**src/rtl/pulse_irq_ctrl.sv**
```systemverilog
// Pulse-to-interrupt controller: counts button events and raises a level
// IRQ per pending event, with a fixed low gap after each acknowledge.
module pulse_irq_ctrl #(
    parameter int CNT_W      = 8,
    parameter int GAP_CYCLES = 4
) (
    input  logic             clk,
    input  logic             rst_n,
    input  logic             btn_pls_in,
    input  logic             irq_en,
    input  logic             irq_ack,
    input  logic             ovf_clr,
    output logic             irq_out,
    output logic [CNT_W-1:0] pend_cnt,
    output logic             ovf
);

    localparam int GAP_W = $clog2(GAP_CYCLES + 1);

    if (GAP_CYCLES == 0) begin : g_bad_gap
        $error("pulse_irq_ctrl: GAP_CYCLES must be at least 1");
    end

    typedef enum logic [1:0] {
        IDLE,
        ASSERT,
        GAP
    } state_t;

    state_t             state_q, state_d;
    logic [CNT_W-1:0]   cnt_q, cnt_d;
    logic [GAP_W-1:0]   gap_q, gap_d;
    logic               ovf_q, ovf_d;
    logic               irq_q;
    logic               ack_ok;
    logic               at_max;

    assign ack_ok = irq_ack && (state_q == ASSERT);
    assign at_max = (cnt_q == {CNT_W{1'b1}});

    // A pulse and a valid ack in the same cycle cancel out.
    always_comb begin
        cnt_d = cnt_q;
        ovf_d = ovf_q;
        if (btn_pls_in && !ack_ok) begin
            if (!at_max) begin
                cnt_d = cnt_q + CNT_W'(1);
            end
        end else if (ack_ok && !btn_pls_in && (cnt_q != '0)) begin
            cnt_d = cnt_q - CNT_W'(1);
        end
        if (btn_pls_in && !ack_ok && at_max) begin
            ovf_d = 1'b1;
        end else if (ovf_clr) begin
            ovf_d = 1'b0;
        end
    end

    always_comb begin
        state_d = state_q;
        gap_d   = gap_q;
        unique case (state_q)
            IDLE: begin
                if ((cnt_q != '0) && irq_en) begin
                    state_d = ASSERT;
                end
            end
            ASSERT: begin
                if (irq_ack) begin
                    state_d = GAP;
                    gap_d   = GAP_W'(GAP_CYCLES - 1);
                end else if (!irq_en) begin
                    state_d = IDLE;
                end
            end
            GAP: begin
                if (gap_q == '0) begin
                    state_d = ((cnt_q != '0) && irq_en) ? ASSERT : IDLE;
                end else begin
                    gap_d = gap_q - GAP_W'(1);
                end
            end
            default: begin
                state_d = IDLE;
                gap_d   = '0;
            end
        endcase
    end

    always_ff @(posedge clk or negedge rst_n) begin
        if (!rst_n) begin
            state_q <= IDLE;
            cnt_q   <= '0;
            gap_q   <= '0;
            ovf_q   <= 1'b0;
            irq_q   <= 1'b0;
        end else begin
            state_q <= state_d;
            cnt_q   <= cnt_d;
            gap_q   <= gap_d;
            ovf_q   <= ovf_d;
            irq_q   <= (state_d == ASSERT);
        end
    end

    assign irq_out  = irq_q;
    assign pend_cnt = cnt_q;
    assign ovf      = ovf_q;

endmodule

```
**config.mk**
```make
export PLATFORM = sky130hd
export DESIGN_NAME = pulse_irq_ctrl
export DESIGN_NICKNAME = d
export VERILOG_FILES = /design/src/rtl/pulse_irq_ctrl.sv
export SDC_FILE = /design/constraint.sdc
export NUM_CORES = 1
export LEC_CHECK = 0
export ABC_CLOCK_PERIOD_IN_PS = 3420
export BUFFER_PORTS_ARGS = -buffer_cell sky130_fd_sc_hd__buf_2
export CAP_MARGIN = 40
export CORE_MARGIN = 2
export CORE_UTILIZATION = 58
export CTS_BUF_LIST = sky130_fd_sc_hd__clkbuf_4
export DETAILED_ROUTE_END_ITERATION = 16
export MAX_ROUTING_LAYER = met4
export PLACE_DENSITY = 0.81
export SYNTH_ARGS = -nofsm -noshare
export SYNTH_HDL_FRONTEND = slang
export SYNTH_SLANG_ARGS = --single-unit
```
**constraint.sdc**
```tcl
create_clock -name clk -period 3.42 [get_ports clk]
set_input_delay 0.513 -clock clk [delete_from_list [all_inputs] [get_ports clk]]
set_output_delay 0.513 -clock clk [all_outputs]
set_load 0.02 [all_outputs]
```
==> flow_metrics.tcl <==
set metrics [dict create \
    startpoint_type "flop" \
    num-fill-cells 145 \
    vias_per_cell 5.549 \
    io_pins 16 \
    critPathBufInv 0 \
    worst_setup_path_end_kind "flop" \
    layout-drive-gt1-share 0.2353 \
    worstMarginPinSlew_ps 645.3 \
    core_area_um2 1727 \
    power_frac_clock 0.088 \
    critical_path.top_delay_family "adder cells" \
    holdBufCountCts 0 \
    fin_area_um2 1180 \
    cts_resized 0 \
    syn_area_per_cell_um2 10.44 \
    place_area_um2 1150 \
    dp.final_hpwl_um 1592 \
    antenna_found_initial 0 \
    rsz0062_at_grt "false" \
    htreeDepth 1 \
    drtIter0Drc 10 \
    skew_ps 3.981 \
    maxSlewViolCount 0 \
    yosysSeqAreaShare 0.3559 \
    post-place-ws_ps 748.8 \
    first_global_vias 749 \
    cp_max_fo 9 \
    yosysWarnings 0 \
    worstPathArrival_ps 2850 \
    total_power_mw 1.246 \
    grt_max_degree 16 \
    pwr-share-comb 0.626 \
    dp.cells 140 \
    netlist_instances 101 \
    pwr_density_cell_nw_per_um2 1056 \
    ys_async_sr_fraction 1.000 \
    drt_wl_total_um 2013 \
    num_vias 799 \
    r2r_slack_ps 730 \
    worst_slack_ps 730.0 \
    sw_frac_of_total 0.4452 \
    initial_core_util 0.6109 \
    worstPathCellList "ha_1, nand2_1, nand2_1, ha_1, a21oi_1, o21ai_2, a31oi_1, mux4_2" \
    grt_usage 0.2280 \
    hold_viol 0 \
    path_class "flop to flop" \
    synth_cell_types 34 \
    drv_cap 0 \
    grt_pass1_wl_um 3277 \
    ys.flop_type "dfrtp_1" \
    fp-row-count 15 \
    clk_root_buffer_cell "clkbuf_4" \
    max_stage_delay_ps 510 \
    ant_nets 0 \
    timing.rr.end "pend_cnt[7]" \
    finish.utilization 0.6833 \
    die_h_um 46.65 \
    drt_drc_violations_left 0 \
    area_growth_pct 11.86 \
    die_w_um 46.65 \
    relSlewSlack 0.5665 \
    required_ps 3580 \
    dr.pass1.iters 4 \
    outcome "finished clean" \
    synth_edf_count 0 \
    holdWs_ps 110.7 \
    cts_tree "built" \
    clk_latency_ps 280 \
    wl_per_cell_um 13.98 \
    reg2reg_from "state_q[0]" \
    clock-sinks 15 \
    seq_area_um2 375.4 \
    multi_input_area_um2 638.1 \
    ir_drop_v 0.0005637 \
    r2r_cells 8 \
    finalCritPeriodShare 0.7865 \
    numPortBuffers 15 \
    clkTransAtPathRegs_ps 90 \
    layout_min_cycle_time_ps 2690 \
    postCtsSetupBuffers 0 \
    setup_viol 0 \
    ctsLongestPathBuffers 2 \
    dieArea_um2 2176 \
    synth_fp_nets 120 \
    synth-seq-cells 15 \
    hp-class "input port to asynchronous set/reset pin" \
    nets 139 \
    seqPwrFrac 0.286 \
    syn_area_um2 1055 \
    tns_ps 0 \
    intPower_uw 691.3 \
    max_freq_mhz 371.7 \
    gp_congestion 0.7989 \
    critPathSlowestCell "mux4_2" \
    p_switching_uw 554.9 \
    cts_inserted_buffers 3 \
    overflow 0 \
    diodes 0 \
    leakage_nw 0.5713 \
    instances_no_fill 144 \
]
worst reg2reg max path: stages, from the launching register on:
cell and delay (ps):
dfrtp_1 440, ha_1 270, nand2_1 130, nand2_1 240
ha_1 420, a21oi_1 240, o21ai_2 100, a31oi_1 220
mux4_2 510
cells in the mapped netlist, types with 2 or more instances:
cell	number	area [um2]
a21boi_0	2	15.01
a21o_1	4	30.03
a21oi_1	6	30.03
dfrtp_1	15	375.4
ha_1	12	150.1
inv_1	8	30.03
mux2_4	6	90.09
nand2_1	5	18.77
nand2b_1	2	12.51
nand3_1	2	10.01
nand4_1	2	12.51
nor2_1	4	15.01
nor4_1	2	12.51
o211ai_1	3	22.52
o21ai_0	5	25.02
xnor2_1	3	26.28
xor2_1	3	26.28
per-layer routing:
layer | track usage | wire, um
met2 | 0.3889 | 987
met5 | - | 0
met1 | 0.2628 | 936
met4 | 0.1000 | 38
met3 | 0.03529 | 51
placed cells by master, fill, tap and decap left out, types with 3 or more instances in the layout:
cell type and instances:
dfrtp_1 15, buf_2 15, ha_1 12, inv_1 8
a21oi_1 6, mux2_4 6, nand2_1 5, o21ai_0 5
nor2_1 4, a21o_1 4, clkbuf_4 4, o211ai_1 3
xor2_1 3, xnor2_1 3
state kept, by name (all words and copies together), names as in the netlist:
| register | count |
|---|---|
| state_q | 2 |
| ovf | 1 |
| irq_out | 1 |
| gap_q | 3 |
| pend_cnt | 8 |
power groups by stage:
stage / logic, mW / registers, mW / clock network (mW)
3_5_place_dp: 0.781 / 0.359 / 0
6_report: 0.780 / 0.356 / 0.110
2_1_floorplan: 0.559 / 0.402 / 0
3_3_place_gp: 0.747 / 0.354 / 0
4_1_cts: 0.784 / 0.356 / 0.110
5_1_grt: 0.861 / 0.369 / 0.118
cell families after synthesis:
family / synth area share
AO/OA/AOI/OAI: 0.1744
XOR/XNOR: 0.04983
adder cells (fa/ha/maj): 0.1613
buffers and inverters: 0.03915
flip-flops: 0.3559
multiplexers: 0.1068
AND/OR/NAND/NOR: 0.1127
cell type report:
type	instances	share of cell area
Clock buffer	4	0.02545
Inverter	8	0.02545
Multi-Input combinational cell	77	0.5408
Sequential cell	15	0.3181
Tap cell	25	0.02651
Timing Repair Buffer	15	0.06363
how the worst max path moves through the flow:
stage | startpoint | endpoint | slack [ps] | cells past startpoint
2_1_floorplan | state_q[0] | pend_cnt[7] | 970 | 8
3_3_place_gp | state_q[0] | pend_cnt[7] | 830 | 8
3_5_place_dp | state_q[0] | pend_cnt[7] | 750 | 8
4_1_cts | state_q[0] | pend_cnt[7] | 740 | 8
5_1_grt | state_q[1] | pend_cnt[7] | 520 | 9
6_report | state_q[0] | pend_cnt[7] | 730 | 8
No activity file was read; power rests on OpenSTA's default activity.
